**config.mk**
```make
export PLATFORM = sky130hd
export DESIGN_NAME = ps2_keymap_ctrl
export DESIGN_NICKNAME = d
export VERILOG_FILES = /design/src/rtl/ps2_keys_pkg.sv /design/src/rtl/char_fifo.sv /design/src/rtl/ps2_keymap_ctrl.sv
export SDC_FILE = /design/constraint.sdc
export NUM_CORES = 1
export LEC_CHECK = 0
export BUFFER_PORTS_ARGS = -buffer_cell sky130_fd_sc_hd__buf_4
export CAP_MARGIN = 20
export CORE_MARGIN = 4
export CORE_UTILIZATION = 60
export DETAILED_ROUTE_END_ITERATION = 7
export PLACE_DENSITY_LB_ADDON = 0.05
export SKIP_LAST_GASP = 1
export SLEW_MARGIN = 20
export SYNTH_ARGS = -nofsm -noshare
export SYNTH_HDL_FRONTEND = slang
export SYNTH_SLANG_ARGS = --single-unit
```
**constraint.sdc**
```tcl
create_clock -name clk -period 4.7 [get_ports clk]
set_input_delay 0.235 -clock clk [delete_from_list [all_inputs] [get_ports clk]]
set_output_delay 0.235 -clock clk [all_outputs]
set_load 0.005 [all_outputs]
```
**src/rtl/ps2_keys_pkg.sv**
```systemverilog
`default_nettype none
// ============================================================================
//  Package     : ps2_keys_pkg
//  Description : Shared PS/2 set-2 scancode constants, keymap controller
//                state encoding and keymap ROM address field positions.
//  Revision    : 1.0 - initial release
// ============================================================================
package ps2_keys_pkg;

    // Prefix and modifier scancodes (PS/2 set 2)
    localparam logic [7:0] c_SC_EXT    = 8'hE0;
    localparam logic [7:0] c_SC_BRK    = 8'hF0;
    localparam logic [7:0] c_SC_LSHIFT = 8'h12;
    localparam logic [7:0] c_SC_RSHIFT = 8'h59;
    localparam logic [7:0] c_SC_CAPS   = 8'h58;

    // Controller sequencing states
    typedef enum logic [1:0] {
        ST_IDLE    = 2'd0,
        ST_LOOKUP  = 2'd1,
        ST_CAPTURE = 2'd2
    } state_t;

    // Keymap ROM address layout: {ext, caps, shift, code[7:0]}
    localparam int c_ADDR_EXT_BIT   = 10;
    localparam int c_ADDR_CAPS_BIT  = 9;
    localparam int c_ADDR_SHIFT_BIT = 8;
    localparam int c_ADDR_CODE_LSB  = 0;
    localparam int c_CODE_W         = 8;

endpackage
`default_nettype wire

```
**src/rtl/char_fifo.sv**
```systemverilog
`default_nettype none
// ============================================================================
//  Module      : char_fifo
//  Description : Small register-based FIFO with a combinational head output.
//                A push into a full FIFO succeeds only when a pop happens in
//                the same cycle; a pop on an empty FIFO is ignored.
//  Revision    : 1.0 - initial release
// ============================================================================
module char_fifo #(
    parameter int WIDTH = 8,
    parameter int DEPTH = 4
) (
    input  logic             clk,
    input  logic             rst,
    input  logic             push,
    input  logic [WIDTH-1:0] push_data,
    input  logic             pop,
    output logic [WIDTH-1:0] head,
    output logic             full,
    output logic             empty
);

    localparam int c_PTR_W = $clog2(DEPTH);
    localparam int c_CNT_W = $clog2(DEPTH + 1);
    localparam logic [c_PTR_W-1:0] c_PTR_ONE  = c_PTR_W'(1);
    localparam logic [c_CNT_W-1:0] c_CNT_ONE  = c_CNT_W'(1);
    localparam logic [c_CNT_W-1:0] c_CNT_FULL = c_CNT_W'(DEPTH);

    logic [WIDTH-1:0]   r_mem [DEPTH];
    logic [c_PTR_W-1:0] r_wr_ptr;
    logic [c_PTR_W-1:0] r_rd_ptr;
    logic [c_CNT_W-1:0] r_count;

    logic w_do_push;
    logic w_do_pop;

    assign full      = (r_count == c_CNT_FULL);
    assign empty     = (r_count == '0);
    assign head      = r_mem[r_rd_ptr];
    assign w_do_pop  = pop && !empty;
    // A full FIFO still takes a push when the head leaves in the same cycle
    assign w_do_push = push && (!full || w_do_pop);

    // Storage, power-of-two pointer wrap and occupancy count
    always_ff @(posedge clk) begin
        if (rst) begin
            for (int i = 0; i < DEPTH; i++) begin
                r_mem[i] <= '0;
            end
            r_wr_ptr <= '0;
            r_rd_ptr <= '0;
            r_count  <= '0;
        end else begin
            if (w_do_push) begin
                r_mem[r_wr_ptr] <= push_data;
                r_wr_ptr        <= r_wr_ptr + c_PTR_ONE;
            end
            if (w_do_pop) begin
                r_rd_ptr <= r_rd_ptr + c_PTR_ONE;
            end
            case ({w_do_push, w_do_pop})
                2'b10:   r_count <= r_count + c_CNT_ONE;
                2'b01:   r_count <= r_count - c_CNT_ONE;
                default: r_count <= r_count;
            endcase
        end
    end

endmodule
`default_nettype wire

```
**src/rtl/ps2_keymap_ctrl.sv**
```systemverilog
`default_nettype none
// ============================================================================
//  Module      : ps2_keymap_ctrl
//  Description : Turns PS/2 set-2 scancode bytes into keymap ROM lookups.
//                Tracks E0/F0 prefixes, shift and caps-lock state, forms the
//                {ext,caps,shift,code} ROM address, captures the registered
//                ROM output and queues non-zero ASCII codes in a FIFO.
//  Revision    : 1.0 - initial release
// ============================================================================
module ps2_keymap_ctrl
    import ps2_keys_pkg::*;
#(
    parameter int         FIFO_DEPTH = 4,
    parameter int         ADDR_W     = 11,
    parameter logic [7:0] SC_LSHIFT  = c_SC_LSHIFT,
    parameter logic [7:0] SC_RSHIFT  = c_SC_RSHIFT,
    parameter logic [7:0] SC_CAPS    = c_SC_CAPS
) (
    input  logic              clk,
    input  logic              rst,
    input  logic [7:0]        sc_data,
    input  logic              sc_valid,
    output logic              sc_ready,
    output logic [ADDR_W-1:0] rom_addr,
    input  logic [7:0]        rom_dout,
    output logic [7:0]        char_data,
    output logic              char_avail,
    input  logic              char_rd,
    output logic              overflow,
    input  logic              ovf_clr,
    output logic              caps_led
);

    state_t r_state;
    state_t w_next_state;

    logic r_ext;
    logic r_brk;
    logic r_shift_l;
    logic r_shift_r;
    logic r_caps;
    logic r_caps_held;
    logic r_overflow;
    logic [ADDR_W-1:0] r_rom_addr;
    logic [ADDR_W-1:0] w_lookup_addr;

    logic w_accept;
    logic w_is_ext;
    logic w_is_brk;
    logic w_is_lshift;
    logic w_is_rshift;
    logic w_is_caps;
    logic w_start_lookup;
    logic w_push_req;
    logic w_drop;
    logic w_fifo_full;
    logic w_fifo_empty;

    assign sc_ready   = (r_state == ST_IDLE);
    assign w_accept   = sc_valid && sc_ready;
    assign w_is_ext   = (sc_data == c_SC_EXT);
    assign w_is_brk   = (sc_data == c_SC_BRK);
    // Modifier keys only count in their non-extended form; E0 12 / E0 59
    // fall through to an ordinary extended lookup.
    assign w_is_lshift = !r_ext && (sc_data == SC_LSHIFT);
    assign w_is_rshift = !r_ext && (sc_data == SC_RSHIFT);
    assign w_is_caps   = !r_ext && (sc_data == SC_CAPS);

    assign w_start_lookup = w_accept && !w_is_ext && !w_is_brk && !r_brk &&
                            !w_is_lshift && !w_is_rshift && !w_is_caps;

    // Capture happens one cycle after the ROM sampled the stable address
    assign w_push_req = (r_state == ST_CAPTURE) && (rom_dout != 8'h00);
    assign w_drop     = w_push_req && w_fifo_full && !char_rd;

    assign rom_addr = r_rom_addr;
    assign overflow = r_overflow;
    assign caps_led = r_caps;

    // Assemble the lookup address from current modifier state and the byte
    always_comb begin
        w_lookup_addr = '0;
        w_lookup_addr[c_ADDR_CODE_LSB +: c_CODE_W] = sc_data;
        w_lookup_addr[c_ADDR_SHIFT_BIT]            = r_shift_l | r_shift_r;
        w_lookup_addr[c_ADDR_CAPS_BIT]             = r_caps;
        w_lookup_addr[c_ADDR_EXT_BIT]              = r_ext;
    end

    // State register
    always_ff @(posedge clk) begin
        if (rst) begin
            r_state <= ST_IDLE;
        end else begin
            r_state <= w_next_state;
        end
    end

    // Next-state: IDLE -> LOOKUP -> CAPTURE -> IDLE for mapped make codes
    always_comb begin
        w_next_state = r_state;
        case (r_state)
            ST_IDLE:    if (w_start_lookup) w_next_state = ST_LOOKUP;
            ST_LOOKUP:  w_next_state = ST_CAPTURE;
            ST_CAPTURE: w_next_state = ST_IDLE;
            default:    w_next_state = ST_IDLE;
        endcase
    end

    // Prefix and modifier tracking on every accepted byte
    always_ff @(posedge clk) begin
        if (rst) begin
            r_ext       <= 1'b0;
            r_brk       <= 1'b0;
            r_shift_l   <= 1'b0;
            r_shift_r   <= 1'b0;
            r_caps      <= 1'b0;
            r_caps_held <= 1'b0;
        end else if (w_accept) begin
            if (w_is_ext) begin
                r_ext <= 1'b1;
            end else if (w_is_brk) begin
                r_brk <= 1'b1;
            end else if (r_brk) begin
                if (w_is_lshift) r_shift_l   <= 1'b0;
                if (w_is_rshift) r_shift_r   <= 1'b0;
                if (w_is_caps)   r_caps_held <= 1'b0;
                r_ext <= 1'b0;
                r_brk <= 1'b0;
            end else begin
                if (w_is_lshift) r_shift_l <= 1'b1;
                if (w_is_rshift) r_shift_r <= 1'b1;
                // Typematic repeats of caps keep caps_held set and do not toggle
                if (w_is_caps) begin
                    if (!r_caps_held) r_caps <= ~r_caps;
                    r_caps_held <= 1'b1;
                end
                r_ext <= 1'b0;
            end
        end
    end

    // Latch the ROM address when a lookup starts; held through CAPTURE
    always_ff @(posedge clk) begin
        if (rst) begin
            r_rom_addr <= '0;
        end else if (w_start_lookup) begin
            r_rom_addr <= w_lookup_addr;
        end
    end

    // Sticky overflow; a drop in the same cycle beats the clear
    always_ff @(posedge clk) begin
        if (rst) begin
            r_overflow <= 1'b0;
        end else if (w_drop) begin
            r_overflow <= 1'b1;
        end else if (ovf_clr) begin
            r_overflow <= 1'b0;
        end
    end

    char_fifo #(
        .WIDTH (8),
        .DEPTH (FIFO_DEPTH)
    ) u_char_fifo (
        .clk       (clk),
        .rst       (rst),
        .push      (w_push_req),
        .push_data (rom_dout),
        .pop       (char_rd),
        .head      (char_data),
        .full      (w_fifo_full),
        .empty     (w_fifo_empty)
    );

    assign char_avail = !w_fifo_empty;

endmodule
`default_nettype wire

```
== Word-level counts from Yosys, hierarchy flattened ==
Memory sizes are Yosys's and may differ from the RTL's. A register that Yosys moved wholly into a read port is not among the register bits.
Cells that the tools add are included.
Operators by class
  mux-type cells: 27
  equality and inequality tests: 12
  reduce and logical (&&, ||, !) cells: 38
  $add $sub $neg: 4
  bitwise logic cells: 6
Operators by type and width (number)
  two-way mux 1 bit: 20
  equality test 8 x 7 -> 1 bit, second input constant: 2
  equality test 8 bit, second input constant: 2
  logical AND 1 bit: 15
  AND reduction 4 bit: 3
  zero test 1 bit: 10
  equality test 8 x 5 -> 1 bit, second input constant: 1
  two-way mux 2 bit: 4
  two-way mux 8 bit: 1
  nonzero test 8 bit: 1
  OR reduction 8 bit: 1
  case mux 3 bit (2 select lines): 1
  AND reduction 6 bit: 1
  inverter 1 bit: 5
  adder 2 x 1 -> 2 bit, second input constant: 2
  equality test 2 x 1 -> 1 bit, second input constant: 2
  equality test 2 bit, second input constant: 2
  case mux 2 bit (2 select lines): 1
  AND reduction 2 bit: 2
  nonzero test 2 bit: 2
  adder 3 x 1 -> 3 bit, second input constant: 1
  equality test 3 bit, second input constant: 1
  zero test 3 bit: 1
  subtractor 3 x 1 -> 3 bit, second input constant: 1
  5 further kinds: 5
Storage, ports and cells
  bits in registers: 27
  word-level logic and storage cells: 100
  memories kept: 1
  output and inout port bits: 23
  bits in writable memories: 32
Memories
  u_char_fifo.r_mem: words 4, width 8, read ports 1, clocked after memory_dff 1, wr ports 4, RTL line char_fifo.sv:29  | logic [WIDTH-1:0] r_mem [DEPTH];

== Longest topological paths before layout ==
  depth after elaboration: 10
  gate-level depth with buffers: 9
  mapped depth without buffers: 9

== Modules after synthesis ==
A second synthesis with hierarchy kept.
Unflattened totals
  cell total of the unflattened synthesis: 235
  area, all modules: 2747.6 µm²
By module, submodules not included
  char_fifo: area an instance 1853.0 µm², seq. area each 1141.1 µm², cells each 131, instances 1
  ps2_keymap_ctrl: area an instance 894.6 µm², seq. area each 400.4 µm², cells each 104, instances 1

== Worst setup path after synthesis ==
OpenSTA, ideal clock, no wires.
  kind: input-to-reg
  from: input port rom_dout[3]
  to: register u_char_fifo.r_count[2]
  path slack: 2247 ps
  arrival: 2382 ps
  stages on the path: 9
  setup time: 71 ps
  required time: 4629 ps
  cells stage by stage: or4_1 o2111a_1 inv_2 ha_1 inv_1 fa_1 xor2_1 or3_1 a21oi_1
On the way
  cells in the longest elaborated chain, start to end: 5
Ends and longest elaborated chain
  start, declared: RTL line ps2_keymap_ctrl.sv:25  | input logic [7:0] rom_dout,
  nonzero test 8 bit *: RTL line ps2_keymap_ctrl.sv:73  | assign w_push_req = (r_state == ST_CAPTURE) && (rom_dout != 8'h00);
  logical AND 1 bit *: RTL line ps2_keymap_ctrl.sv:73
  logical AND 1 bit *: RTL line char_fifo.sv:42  | assign w_do_push = push && (!full || w_do_pop);
  equality test 2 x 1 -> 1 bit / equality test 2 bit (equally long branches): RTL line char_fifo.sv:61  | case ({w_do_push, w_do_pop})
  case mux 3 bit (2 select lines) / nonzero test 2 bit (equally long branches)
  end signal, assigned: RTL line char_fifo.sv:62  | 2'b10: r_count <= r_count + c_CNT_ONE;
  end signal, assigned: RTL line char_fifo.sv:63  | 2'b01: r_count <= r_count - c_CNT_ONE;
  end signal, assigned: RTL line char_fifo.sv:64  | default: r_count <= r_count;
  end, declared: RTL line char_fifo.sv:32  | logic [c_CNT_W-1:0] r_count;
Mark *: on every way between the ends. The rest lies on a longest branch, timed or not.
A chain may end at the register's enable or synchronous reset.

== Worst setup path after layout ==
  from: register u_char_fifo.r_count[1]
  to: register u_char_fifo.r_count[2]
On the way
  cells in the longest elaborated chain, start to end: 7
Ends and longest elaborated chain
  zero test 3 bit: RTL line char_fifo.sv:38  | assign empty = (r_count == '0);
  zero test 1 bit: RTL line char_fifo.sv:40  | assign w_do_pop = pop && !empty;
  logical AND 1 bit: RTL line char_fifo.sv:40
  logical OR 1 bit: RTL line char_fifo.sv:42
  logical AND 1 bit: RTL line char_fifo.sv:42
  equality test 2 x 1 -> 1 bit / equality test 2 bit (equally long branches): RTL line char_fifo.sv:61
  case mux 3 bit (2 select lines) / nonzero test 2 bit (equally long branches)
Several ways; a longest one is shown, not always the timed one.

==> metrics.yaml <==
worst_setup_path:
  cp_num_cells: 9
  end_kind: "flip-flop"
  required_ps: 4960
  startpoint_type: "flip-flop"
  path_buf_inv: 2
  critPathTopFamily: "simple AND/OR/NAND/NOR gates"
  cp_cell_sequence: "or4b_1, o2111a_1, inv_2, ha_1, inv_1, fa_1, xor2_1, or3_1, a21oi_1"
  path_class: "reg2reg"
  cp_slowest_stage_delay_ps: 600
  worstPathArrival_ps: 2860
  slowest_stage: "or4b_1"
  cp_max_fo: 5
  worst-r2r-cell-count: 9
job:
  max_cap_viol_count: 0
synth:
  ys_seq_elements: 61
  synth_nets: 252
  ys_types: 48
  avgSynthCellArea_um2: 11.7
  syn_area_mm2: 0.00268
  synth_cells: 229
  synth_flop_cell: "edfxtp_1"
  yosysWarnings: 0
  synth.area.top_cells: "edfxtp_1 36%, dfxtp_1 22%, and2_1 7.5%"
  synth_top_area_share: 0.359
  async_flop_share: 0
  yosysSeqAreaShare: 0.575
  synth_edf_count: 32
  synthTopCellsByCount: "32 x and2_1, 32 x edfxtp_1, 29 x dfxtp_1"
  synth_largest_area_cell: "edfxtp_1"
status:
  status: "finished clean"
power_and_ir_drop:
  internal_power_w: 0.000860
  p_seq_frac: 0.538
  p_clk_frac: 0.336
  vdd.ir_drop.worst_uv: 203
  p_sw_frac: 0.241
  p_leak_nw: 1.23
  p_per_area_mw_per_mm2: 353
  pwr-share-comb: 0.126
  switchingPower_w: 0.000273
cells_and_area:
  finalInstanceArea_mm2: 0.00321
  num_antenna_cells: 0
  regArea_mm2: 0.00154
  nets: 299
  multi_input_area_mm2: 0.00107
  fin_util: 0.743
  final_layout_size_suffix_gt1_frac: 0.261
  nFillCells: 309
  area_growth_pct: 19.9
global_route:
  grt_use_total: 0.213
  antenna_found_initial: 0
  grt-ovfl-total: 0
  grt_pass1_wl_mm: 8.81
  grt_max_degree: 29
  grt_pass1_vias: 1915
clock_tree:
  ctsLongestPathBuffers: 2
  hold_buffers: 0
  clk_latency_ps: 330
  clock-sinks: 61
  cts.clk_slew.worst_paths_ps: 60
  root_buffer: "clkbuf_8"
  postCtsSetupRepairBufs: 0
  cts_tree: "yes"
  h-tree-depth: 3
  post_cts.resized_instances: 0
  numCtsBuffers: 9
place:
  dp_hpwl_mm: 3.76
  place_area_mm2: 0.00305
  portBuffers: 43
  finalWeightedCongestion: 0.809
floorplanning:
  die-area_mm2: 0.00560
  die_w_um: 74.8
  start_util: 0.620
  core_mm2: 0.00432
  rows: 24
  die_h_um: 74.8
  io_pins: 44
hold_path:
  worstHoldPathType: "in2reg"
  whs_path_depth: 3
sta:
  maxSlewViolCount: 0
  fin_crit_ps: 2600
  fin_tns_setup_ps: 0
  finalSetupViolCount: 0
  fmax_mhz: 384
  tightest_slew_ps: 880
  hold_ws_ps: 146
  finalClockSkew_ps: 6.37
  rsz0062_at_grt: "false"
  slew_headroom: 0.409
  finalHoldViolations: 0
  period_share: 0.554
routing:
  wl_per_cell_um: 16.1
  drcViolationCount: 0
  postRouteAntennaNets: 0
  dr_total_vias: 1865
  routed_via_density: 5.62
  drtIter0Drc: 110
  totalWireLength_mm: 5.34
  dr.pass1.iters: 4
[sequential cells by signal, indices dropped and copies added, names as in the netlist, named ones only]
name                  count
caps_led                  1
overflow                  1
r_brk                     1
r_caps_held               1
r_ext                     1
r_shift_l                 1
r_shift_r                 1
r_state                   2
rom_addr                 11
u_char_fifo.r_count       3
u_char_fifo.r_mem        32
u_char_fifo.r_rd_ptr      2
u_char_fifo.r_wr_ptr      2
[worst paths after layout]
| kind | from | to | slack (ps) |
|---|---|---|---|
| max | u_char_fifo.r_count[1]$_SDFFE_PP0P_ | u_char_fifo.r_count[2]$_SDFFE_PP0P_ | 2100 |
| min | sc_data[5] | rom_addr[5]$_SDFFE_PP0P_ | 150 |
| max reg2reg | u_char_fifo.r_count[1]$_SDFFE_PP0P_ | u_char_fifo.r_count[2]$_SDFFE_PP0P_ | 2100 |
| min reg2reg | rom_addr[3]$_SDFFE_PP0P_ | rom_addr[3]$_SDFFE_PP0P_ | 450 |
[placed cells by master, fill, tap and decap left out, types with 2 or more instances in the layout]
master     n
nand3_1    4
a31o_1     2
nor3_1     2
clkinv_1   3
dfxtp_1   29
xor2_1     3
or4b_1     2
xnor2_1    2
a31oi_1    2
or3_1      2
nor2_1    20
inv_1      6
nor4_1     4
nand4_1    6
mux4_2     8
edfxtp_1  32
or4_1      2
a21oi_1    5
nor2b_1    2
nand2_1   16
and2_1    32
clkbuf_8  10
buf_4     46
inv_2      2
o21ai_1   12
[logic make-up after synthesis]
| logic type | count (synthesis) | synth area share |
|---|---|---|
| multiplexers | 10 | 0.0752 |
| buffers and inverters | 18 | 0.0285 |
| AND/OR/NAND/NOR | 100 | 0.208 |
| XOR/XNOR | 5 | 0.0163 |
| flip-flops | 61 | 0.575 |
| AO/OA/AOI/OAI | 33 | 0.0845 |
| adder cells (fa/ha/maj) | 2 | 0.0121 |
[through the flow]
step	worst slack (ps)	cells	total power (W)
finish	2100	332	0.00113
global placement	2050	317	0.000761
floorplan	2250	229	0.000698
global route	1910	332	0.00118
detailed placement	1960	317	0.000764
CTS	2100	332	0.00114
[layer usage]
layer | vias to the layer above | wire (µm) | GRT usage
met2 | 46 | 2790 | 0.366
met1 | 874 | 2240 | 0.251
li1 | 935 | - | -
met3 | 10 | 201 | 0.0454
met4 | 0 | 102 | 0.111
met5 | - | 0 | 0
[power by group through the flow]
stage	registers, W	clock network, W	logic (W)
after floorplan	0.000610	0	0.0000876
after global placement	0.000619	0	0.000142
after global routing	0.000613	0.000411	0.000157
after detailed placement	0.000621	0	0.000143
after CTS	0.000609	0.000387	0.000145
final	0.000609	0.000380	0.000143
[area by class of cell]
type                       count  area share
sequential                    61       0.480
multi-input combinational    150       0.334
timing repair buffer          46       0.107
clock buffer                  11      0.0440
tap                           52      0.0202
inverter                       8     0.00935
clock inverter                 4     0.00506
[worst reg2reg max path: cells and delay by family (launching register included)]
kind	cells	cell delay [ps]
buffers and inverters	2	170
DFF	1	340
adders and majority gates	2	610
xor gates and xnor gates	1	160
AOI/OAI and AO/OA	2	350
and+or+nand+nor	2	900
(Power assumes the default switching activity.)
